## config.mk

```make
export PLATFORM = sky130hd
export DESIGN_NAME = ireq_arb_flat
export DESIGN_NICKNAME = d
export VERILOG_FILES = /design/src/rtl/ireq_arb_pkg.sv /design/src/rtl/ireq_arb_if.sv /design/src/rtl/rr_pick.sv /design/src/rtl/ireq_arb.sv /design/src/flat_wrapper.sv
export SDC_FILE = /design/constraint.sdc
export NUM_CORES = 1
export LEC_CHECK = 0
export CAP_MARGIN = 25
export CORE_AREA = 3 3 170 172
export DETAILED_ROUTE_END_ITERATION = 10
export DIE_AREA = 0 0 173 175
export MAX_ROUTING_LAYER = met4
export PLACE_DENSITY = 0.56
export SLEW_MARGIN = 20
export SYNTH_ARGS = -nofsm -noshare
export SYNTH_HDL_FRONTEND = slang
export SYNTH_HIERARCHICAL = 1
export SYNTH_SLANG_ARGS = --single-unit
```

## constraint.sdc

```tcl
create_clock -name log_clk -period 2 [get_ports log_clk]
set_clock_uncertainty 0.1 [all_clocks]
set_input_delay 0.4 -clock log_clk [delete_from_list [all_inputs] [get_ports log_clk]]
set_output_delay 0.4 -clock log_clk [all_outputs]
set_load 0.01 [all_outputs]
```

## src/rtl/ireq_arb_pkg.sv

```systemverilog
// Shared types and constants for the ireq arbiter slice.
package ireq_arb_pkg;

  typedef enum logic [1:0] {
    StIdle  = 2'd0,
    StXfer  = 2'd1,
    StDrain = 2'd2
  } state_e;

  // SRIO FTYPE field values carried in the header tuser
  localparam logic [3:0] FTYPE_DOORB = 4'hA;
  localparam logic [3:0] FTYPE_NWR   = 4'h5;

  // 1 header beat + 32 data beats = 256 payload bytes
  localparam int unsigned DEF_MAX_BEATS = 33;

  localparam int unsigned DATA_W = 64;
  localparam int unsigned KEEP_W = 8;
  localparam int unsigned USER_W = 32;

endpackage

```

## src/rtl/ireq_arb_if.sv

```systemverilog
// AXI-Stream ireq bundle, LANES streams packed side by side (lane i = slice i).
interface ireq_arb_if
  import ireq_arb_pkg::*;
#(
  parameter int unsigned LANES = 1
);

  logic [LANES-1:0]        tvalid;
  logic [LANES-1:0]        tready;
  logic [LANES-1:0]        tlast;
  logic [LANES*DATA_W-1:0] tdata;
  logic [LANES*KEEP_W-1:0] tkeep;
  logic [LANES*USER_W-1:0] tuser;

  modport master (output tvalid, tdata, tkeep, tlast, tuser, input tready);
  modport slave  (input tvalid, tdata, tkeep, tlast, tuser, output tready);

endinterface

```

## src/rtl/rr_pick.sv

```systemverilog
// Combinational round-robin search starting one past the last winner.
module rr_pick #(
  parameter int unsigned NUM_REQ = 3
) (
  input  logic [NUM_REQ-1:0] req,
  input  logic [1:0]         last,
  output logic [NUM_REQ-1:0] gnt,
  output logic [1:0]         idx
);

  logic [1:0] cand;

  // First requester found in the order last+1, last+2, ... wins
  always_comb begin
    gnt  = '0;
    idx  = '0;
    cand = '0;
    for (int unsigned k = 1; k <= NUM_REQ; k++) begin
      cand = 2'((32'(last) + k) % NUM_REQ);
      if (gnt == '0 && req[cand]) begin
        gnt[cand] = 1'b1;
        idx       = cand;
      end
    end
  end

endmodule

```

## src/rtl/ireq_arb.sv

```systemverilog
// Packet-level round-robin merge of NUM_REQ ireq streams onto one SRIO ireq port.
module ireq_arb
  import ireq_arb_pkg::*;
#(
  parameter int unsigned NUM_REQ   = 3,
  parameter int unsigned MAX_BEATS = DEF_MAX_BEATS
) (
  input  logic               log_clk,
  input  logic               log_rst,
  ireq_arb_if.slave          s,
  ireq_arb_if.master         m,
  output logic [NUM_REQ-1:0] grant_o,
  output logic               busy_o,
  output logic               err_len_o,
  output logic [1:0]         err_src_o
);

  state_e             state_q, state_d;
  logic [NUM_REQ-1:0] grant_q, grant_d;
  logic [1:0]         gidx_q, gidx_d;
  logic [1:0]         last_q, last_d;
  logic [5:0]         beat_q, beat_d;
  logic               err_len_q, err_len_d;
  logic [1:0]         err_src_q, err_src_d;

  logic [NUM_REQ-1:0] pick_gnt;
  logic [1:0]         pick_idx;
  logic               at_max;
  logic               beat_acc;

  rr_pick #(
    .NUM_REQ (NUM_REQ)
  ) u_rr_pick (
    .req  (s.tvalid),
    .last (last_q),
    .gnt  (pick_gnt),
    .idx  (pick_idx)
  );

  assign at_max   = (beat_q == 6'(MAX_BEATS - 1));
  assign beat_acc = m.tvalid[0] & m.tready[0];

  // State register; reset aborts any packet in flight and favours requester 0 next
  always_ff @(posedge log_clk or posedge log_rst) begin
    if (log_rst) begin
      state_q   <= StIdle;
      grant_q   <= '0;
      gidx_q    <= '0;
      last_q    <= 2'(NUM_REQ - 1);
      beat_q    <= '0;
      err_len_q <= 1'b0;
      err_src_q <= '0;
    end else begin
      state_q   <= state_d;
      grant_q   <= grant_d;
      gidx_q    <= gidx_d;
      last_q    <= last_d;
      beat_q    <= beat_d;
      err_len_q <= err_len_d;
      err_src_q <= err_src_d;
    end
  end

  // Next-state: arbitrate in idle, hold the grant until tlast (real or forced)
  always_comb begin
    state_d   = state_q;
    grant_d   = grant_q;
    gidx_d    = gidx_q;
    last_d    = last_q;
    beat_d    = beat_q;
    err_len_d = 1'b0;
    err_src_d = err_src_q;
    unique case (state_q)
      StIdle: begin
        beat_d = '0;
        if (|s.tvalid) begin
          grant_d = pick_gnt;
          gidx_d  = pick_idx;
          state_d = StXfer;
        end
      end
      StXfer: begin
        if (beat_acc) begin
          beat_d = beat_q + 6'd1;
          if (s.tlast[gidx_q]) begin
            state_d = StIdle;
            last_d  = gidx_q;
            grant_d = '0;
            beat_d  = '0;
          end else if (at_max) begin
            // Oversize: downstream already saw a forced tlast; swallow the rest
            err_len_d = 1'b1;
            err_src_d = gidx_q;
            state_d   = StDrain;
          end
        end
      end
      StDrain: begin
        if (s.tvalid[gidx_q] && s.tlast[gidx_q]) begin
          state_d = StIdle;
          last_d  = gidx_q;
          grant_d = '0;
          beat_d  = '0;
        end
      end
      default: state_d = StIdle;
    endcase
  end

  // Datapath mux of the granted slice; everything quiet outside XFER
  always_comb begin
    s.tready = '0;
    m.tvalid = '0;
    m.tlast  = '0;
    m.tdata  = '0;
    m.tkeep  = '0;
    m.tuser  = '0;
    if (state_q == StXfer) begin
      m.tvalid[0]      = s.tvalid[gidx_q];
      m.tlast[0]       = s.tlast[gidx_q] | at_max;
      m.tdata          = s.tdata[{gidx_q, 6'd0} +: 64];
      m.tkeep          = s.tkeep[{gidx_q, 3'd0} +: 8];
      m.tuser          = s.tuser[{gidx_q, 5'd0} +: 32];
      s.tready[gidx_q] = m.tready[0];
    end else if (state_q == StDrain) begin
      s.tready[gidx_q] = 1'b1;
    end
  end

  assign grant_o   = grant_q;
  assign busy_o    = (state_q != StIdle);
  assign err_len_o = err_len_q;
  assign err_src_o = err_src_q;

endmodule

```

## src/flat_wrapper.sv

```systemverilog
// flat-port wrapper written by rule: the top's interface ports become plain ports
module ireq_arb_flat import ireq_arb_pkg::*;
#(
  parameter int unsigned NUM_REQ   = 3,
  parameter int unsigned MAX_BEATS = DEF_MAX_BEATS
)
  (log_clk, log_rst, grant_o, busy_o, err_len_o, err_src_o, s_tvalid, s_tdata, s_tkeep, s_tlast, s_tuser, s_tready, m_tvalid, m_tdata, m_tkeep, m_tlast, m_tuser, m_tready);
  ireq_arb_if #(.LANES((3))) s_i ();
  ireq_arb_if #(.LANES(1)) m_i ();
  input  logic log_clk;
  input  logic log_rst;
  output logic [NUM_REQ-1:0] grant_o;
  output logic busy_o;
  output logic err_len_o;
  output logic [1:0] err_src_o;
  input wire logic [$bits(s_i.tvalid)-1:0] s_tvalid;
  input wire logic [$bits(s_i.tdata)-1:0] s_tdata;
  input wire logic [$bits(s_i.tkeep)-1:0] s_tkeep;
  input wire logic [$bits(s_i.tlast)-1:0] s_tlast;
  input wire logic [$bits(s_i.tuser)-1:0] s_tuser;
  output wire logic [$bits(s_i.tready)-1:0] s_tready;
  output wire logic [$bits(m_i.tvalid)-1:0] m_tvalid;
  output wire logic [$bits(m_i.tdata)-1:0] m_tdata;
  output wire logic [$bits(m_i.tkeep)-1:0] m_tkeep;
  output wire logic [$bits(m_i.tlast)-1:0] m_tlast;
  output wire logic [$bits(m_i.tuser)-1:0] m_tuser;
  input wire logic [$bits(m_i.tready)-1:0] m_tready;
  assign s_i.tvalid = s_tvalid;
  assign s_i.tdata = s_tdata;
  assign s_i.tkeep = s_tkeep;
  assign s_i.tlast = s_tlast;
  assign s_i.tuser = s_tuser;
  assign s_tready = s_i.tready;
  assign m_tvalid = m_i.tvalid;
  assign m_tdata = m_i.tdata;
  assign m_tkeep = m_i.tkeep;
  assign m_tlast = m_i.tlast;
  assign m_tuser = m_i.tuser;
  assign m_i.tready = m_tready;
  ireq_arb #(.NUM_REQ(NUM_REQ), .MAX_BEATS(MAX_BEATS)) u_core (.log_clk(log_clk), .log_rst(log_rst), .s(s_i), .m(m_i), .grant_o(grant_o), .busy_o(busy_o), .err_len_o(err_len_o), .err_src_o(err_src_o));
endmodule
```

==> results.json, run 1 <==
{
  "endpoint_kind": "output pin",
  "maxCapViolations": 0,
  "fin_crit_sh": 1.20,
  "core_um2": 27600,
  "grt_max_degree": 47,
  "ys.flop_type": "dfrtp_1",
  "cts_hold_buffers": 0,
  "postSynthAreaPerCell_um2": 6.61,
  "async_flop_share": 1.00,
  "synth.top_cell.area_share": 0.263,
  "start_kind": "register",
  "grt_pass1_vias": 6542,
  "boundaryPins": 437,
  "clk_latency_ns": 0.25,
  "cts_buffers": 3,
  "final_cells": 1545,
  "cp.arrival_ns": 1.89,
  "setup_violations": 125,
  "status": "complete, but fails checks",
  "layout_commonest_cell": "clkdlybuf4s50_1",
  "row_count": 61,
  "critPathKind": "register to output pin",
  "tightest_slew_ns": 0.354,
  "period_needed_ns": 2.39,
  "syn-instance-count": 623,
  "initial_core_util": 0.149,
  "grt_usage": 0.167,
  "dr.pass1.iters": 5,
  "grt_antenna_before_repair": 1,
  "yosysWarnings": 6,
  "critPathMaxFanout": 5,
  "cts_num_sinks": 18,
  "cts_tree": "built",
  "finalHoldViolations": 0,
  "drive_gt1_frac": 0.346,
  "ys_seq_area_frac": 0.110,
  "max_freq_mhz": 418,
  "syn2layout_area_growth_pct": 161,
  "clk_pin_slew_ns": 0.05,
  "setup_ws_ns": -0.393,
  "drt_iter0_drc": 232,
  "place_ws_ns": -0.452,
  "violations": "setup timing",
  "syn-num-nets": 954,
  "dp_hpwl_um": 20000,
  "final_cell_mix": "324 x clkdlybuf4s50_1, 205 x nor2_1, 95 x mux2i_1, 90 x buf_2, 73 x buf_4",
  "die_w_um": 173,
  "synth_edf_count": 0,
  "synth_area_leader_cell": "mux2i_1",
  "hold_path.class": "input port to async pin",
  "drt_wl_total_um": 27100,
  "drc_errors": 0,
  "die_area_um2": 30300,
  "ys_seq_elements": 18,
  "max_slew_margin": 0.762,
  "nets": 1498,
  "power_density_nw_per_um2": 1170,
  "grt-ovfl-total": 0,
  "yosysUniqueCellTypes": 58,
  "slew_viol_final": 0,
  "required_ns": 1.50,
  "synth_area_leaders": "mux2i_1 26%, nor2_1 19%, a21oi_1 13%",
  "dr_total_vias": 6560,
  "rsz0062_at_grt": "yes",
  "die_y_um": 175,
  "grt_pass1_wl_um": 38900,
  "root_buffer": "clkbuf_16",
  "fill_cells": 2880,
  "ant_nets": 0,
  "vias_per_cell": 4.25,
  "p_leak_nw": 4.65,
  "portBuffers": 436,
  "clk_path_buf_depth": 2,
  "place_congestion": 0.867,
  "wl_per_cell_um": 17.6,
  "netlist_area_um2": 4120,
  "dp_cells": 1471,
  "htreeDepth": 1,
  "ir_drop_mv": 0.395,
  "fin_util": 0.389
}
==> kinds of logic (layout without fill, tap and decap cells) <==
logic type	Yosys count	count (layout)	synth area share
other cells	0	1	0
simple gates	267	267	0.281
fa+ha+maj	10	10	0.0304
buf+inv	67	610	0.0742
mux	120	120	0.298
compound gates	141	141	0.207
flops	18	18	0.110
==> critical path: stages (launching register included) <==
cell and delay (ns):
dfrtp_4 0.54, buf_4 0.17, buf_6 0.13, buf_16 0.13, mux2i_1 0.11, nor2_1 0.18, a21oi_4 0.05, nor2_2 0.13
buf_6 0.11, buf_6 0.09
==> through the flow <==
| stage | hold WS, ns | instance area [um2] | total power, mW | setup TNS, ns |
|---|---|---|---|---|
| floorplan | 0.238 | 4160 | 5.40 | -0.118 |
| global placement | 0.395 | 9620 | 10.4 | -36.28 |
| detailed placement | 0.399 | 9620 | 10.4 | -37.06 |
| CTS | 0.390 | 10100 | 11.4 | -32.06 |
| global route | 0.418 | 10700 | 13.5 | -37.67 |
| finish | 0.372 | 10700 | 12.5 | -28.05 |
==> layout make-up <==
class	instances	area, um2	share of cell area
multi-input cells	538	3970	0.370
inverters	14	55.1	0.00513
diodes	1	2.50	0.000233
well taps	378	473	0.0441
clock buffers	4	78.8	0.00734
flip-flops and latches	18	459	0.0428
repair buffers	592	5700	0.531
==> what timing repair did <==
action                     CTS  global route
gates resized for setup    390           235
cloned                       6             4
setup buffers               30            32
pin swaps                   11            51
setup endpoints to repair  127           127
==> layer usage <==
| layer | track usage | routed length (um) | vias to the layer above |
|---|---|---|---|
| met3 | 0.0169 | 1310 | 29 |
| met5 | - | 0 | - |
| met2 | 0.302 | 14300 | 252 |
| li1 | - | - | 3245 |
| met4 | 0.0264 | 367 | 0 |
| met1 | 0.203 | 11100 | 3034 |
==> synth_stat cells, types with 3 or more instances <==
cell type / instances
buf_6: 3
a22o_1: 4
mux2_2: 9
inv_1: 13
nand3b_1: 4
nand2b_1: 5
nand4_1: 4
buf_2: 22
clkbuf_1: 22
nor2b_1: 4
nand2_1: 12
o21ai_0: 8
dfrtp_1: 17
nand3_1: 4
mux2i_1: 108
nand4b_1: 4
ha_1: 10
buf_1: 5
nor2_1: 213
a21oi_1: 104
==> worst paths after layout <==
| kind | start | to | slack, ns | depth (start not counted) |
|---|---|---|---|---|
| hold reg to reg | u_core/err_src_o[1] | u_core/err_src_o[1] | 0.41 | 1 |
| max in group asynchronous | log_rst | u_core/last_q[1] | 1.16 | 3 |
| setup / recovery | u_core/gidx_q[0] | m_tuser[8] | -0.39 | 9 |
| setup reg to reg | u_core/gidx_q[0] | u_core/beat_q[5] | -0.31 | 11 |
| min in group log_clk | u_core/err_src_o[1] | u_core/err_src_o[1] | 0.41 | 1 |
| hold / removal | log_rst | u_core/grant_o[1] | 0.37 | 3 |
==> report_power, final <==
group / internal, mW / total [mW] / switching, mW / leakage (nW)
Sequential: 0.466 / 0.551 / 0.0850 / 0.237
Combinational: 6.04 / 11.6 / 5.52 / 4.38
Clock: 0.272 / 0.420 / 0.148 / 0.0382
Total: 6.78 / 12.5 / 5.75 / 4.65
==> flip-flops by register name, indices dropped and copies added (netlist names) <==
register and cells:
u_core/beat_q 6, u_core/grant_o 3, u_core/err_src_o 2, u_core/gidx_q 2, u_core/last_q 2, u_core/state_q 2
u_core/err_len_o 1
(Power assumes the default switching activity.)
==> run 2: changes to the inputs <==
CORE_AREA = 3 3 167 169   (was 3 3 170 172)
DIE_AREA = 0 0 170 172   (was 0 0 173 175)
clock period = 2.5 ns   (was 2 ns; I/O delays follow)
==> run 2 against run 1 <==
Net effect: the flow still finishes with violations (setup timing); critical path type unchanged; sequential power shrank 19%; largest power group unchanged; clock power shrank 21%; cell area down 11%; first-iteration DRC count rose by 22%; utilization fell by 3.3 points; die area fell by 3.4%; sequential cell count unchanged; combinational power shrank 34%; final cell count down 7.1%; largest cell class unchanged.
==> results.json, run 2 (synthesized netlist as in run 1, its figures left out) <==
{
  "grt_pass1_vias": 6088,
  "drt_iter0_drc": 283,
  "status": "complete, but fails checks",
  "dr.pass1.iters": 5,
  "syn2layout_area_growth_pct": 131,
  "regMostFlops": "u_core/beat_q",
  "max_freq_mhz": 389,
  "cts_buffers": 3,
  "critPathMaxFanout": 7,
  "initial_core_util": 0.154,
  "place_congestion": 0.861,
  "grt_antenna_before_repair": 5,
  "cp.arrival_ns": 1.97,
  "boundaryPins": 437,
  "layout_commonest_cell": "clkdlybuf4s50_1",
  "power_density_nw_per_um2": 886,
  "hold_slack_ns": 0.407,
  "clk_pin_slew_ns": 0.05,
  "die_area_um2": 29200,
  "start_kind": "register",
  "drt_wl_total_um": 26300,
  "top_usage_layer": "met2",
  "root_buffer": "clkbuf_16",
  "grt_max_degree": 59,
  "p_leak_nw": 4.19,
  "nets": 1425,
  "grt_usage": 0.165,
  "htreeDepth": 1,
  "period_needed_ns": 2.57,
  "grt_pass1_wl_um": 36300,
  "core_um2": 26700,
  "endpoint_kind": "output pin",
  "setup_tns_ns": -0.0723,
  "slew_viol_final": 0,
  "largest_reg_flops": 6,
  "portBuffers": 436,
  "violations": "setup timing",
  "final_cell_mix": "327 x clkdlybuf4s50_1, 209 x nor2_1, 98 x mux2i_1, 95 x a21oi_1, 67 x clkbuf_2",
  "hold_path.class": "register to register",
  "ant_nets": 0,
  "finalHoldViolations": 0,
  "dr_total_vias": 6178,
  "die_y_um": 172,
  "use_met1": 0.221,
  "total_power_mw": 8.42,
  "cts_num_sinks": 18,
  "die_w_um": 170,
  "dp_cells": 1409,
  "final_cells": 1436,
  "grt-ovfl-total": 0,
  "clk_path_buf_depth": 2,
  "grtUsageMet2": 0.271,
  "wl_per_cell_um": 18.3,
  "maxCapViolations": 0,
  "clk_latency_ns": 0.25,
  "fin_crit_sh": 1.03,
  "drive_gt1_frac": 0.192,
  "critPathKind": "register to output pin",
  "drc_errors": 0,
  "vias_per_cell": 4.30,
  "required_ns": 1.90,
  "grt_use_met3": 0.0215,
  "dp_hpwl_um": 20400,
  "rsz0062_at_grt": "yes",
  "place_ws_ns": -0.269,
  "max_slew_margin": 0.686,
  "setup_ws_ns": -0.0709,
  "ir_drop_mv": 0.391,
  "cts_tree": "built",
  "row_count": 60,
  "tightest_slew_ns": 0.464,
  "setup_violations": 2
}
==> run 2: changes by cell type in the layout (fill, tap and decap cells not counted), sizes merged <==
cell	previous run	this run
clkdlybuf4s15	2	12
inv	14	13
clkdlybuf4s50	324	327
clkbuf	21	75
buf	246	78
bufbuf	0	2
clkinv	0	1
diode	1	2
dlymetal6s2s	1	3
dlygate4sd2	2	26
==> run 2: final timing paths <==
path	startpoint	endpoint	slack, ns	depth (start not counted)
max	u_core/gidx_q[0]	m_tdata[4]	-0.07	8
min	u_core/grant_o[0]	u_core/grant_o[0]	0.41	1
max reg2reg	u_core/gidx_q[0]	u_core/beat_q[1]	0.11	10
min reg2reg	u_core/grant_o[0]	u_core/grant_o[0]	0.41	1
max in group asynchronous	log_rst	u_core/err_src_o[0]	1.38	3
min in group asynchronous	log_rst	u_core/grant_o[1]	0.44	2
==> run 2: repair_timing <==
item,CTS,global route
endpoints found under the setup margin,109,63
gates cloned,3,4
pin swaps,0,1
resized for setup,125,170
setup buffers,4,10
hold buffers,0,0
==> run 2: power breakdown <==
part / total, mW / internal [mW] / switching (mW)
sequential: 0.449 / 0.373 / 0.0766
combinational: 7.64 / 3.82 / 3.82
clock: 0.331 / 0.217 / 0.114
==> run 2: layout make-up <==
class | instances | area [um2]
fillers | 2861 | 17200
well taps | 341 | 427
flip-flops and latches | 18 | 459
diodes | 2 | 5.00
inverters | 14 | 57.6
clock buffers | 4 | 78.8
multi-input cells | 538 | 3480
repair buffers | 519 | 5000
==> run 2: routing by layer <==
| layer | share of wire | vias to the layer above | wire length (um) |
|---|---|---|---|
| li1 | - | 3094 | - |
| met1 | 0.44 | 2841 | 11700 |
| met2 | 0.49 | 220 | 12900 |
| met3 | 0.048 | 23 | 1260 |
| met4 | 0.016 | 0 | 408 |
| met5 | 0 | - | 0 |
==> run 2: stage by stage <==
stage | instance area, um2 | util
final | 9510 | 0.356
after detailed placement | 9300 | 0.348
after CTS | 9450 | 0.354
after global routing | 9500 | 0.356
after floorplan | 4120 | -
after global placement | 9300 | 0.348
==> run 2: worst max-delay path, cell delays in order, from the launching register on <==
cell and delay, ns:
dfrtp_4 0.52, buf_12 0.15, buf_12 0.14, buf_4 0.13
mux2i_2 0.22, nor2_2 0.09, a21oi_1 0.12, nor2_1 0.05
dlygate4sd2_1 0.28
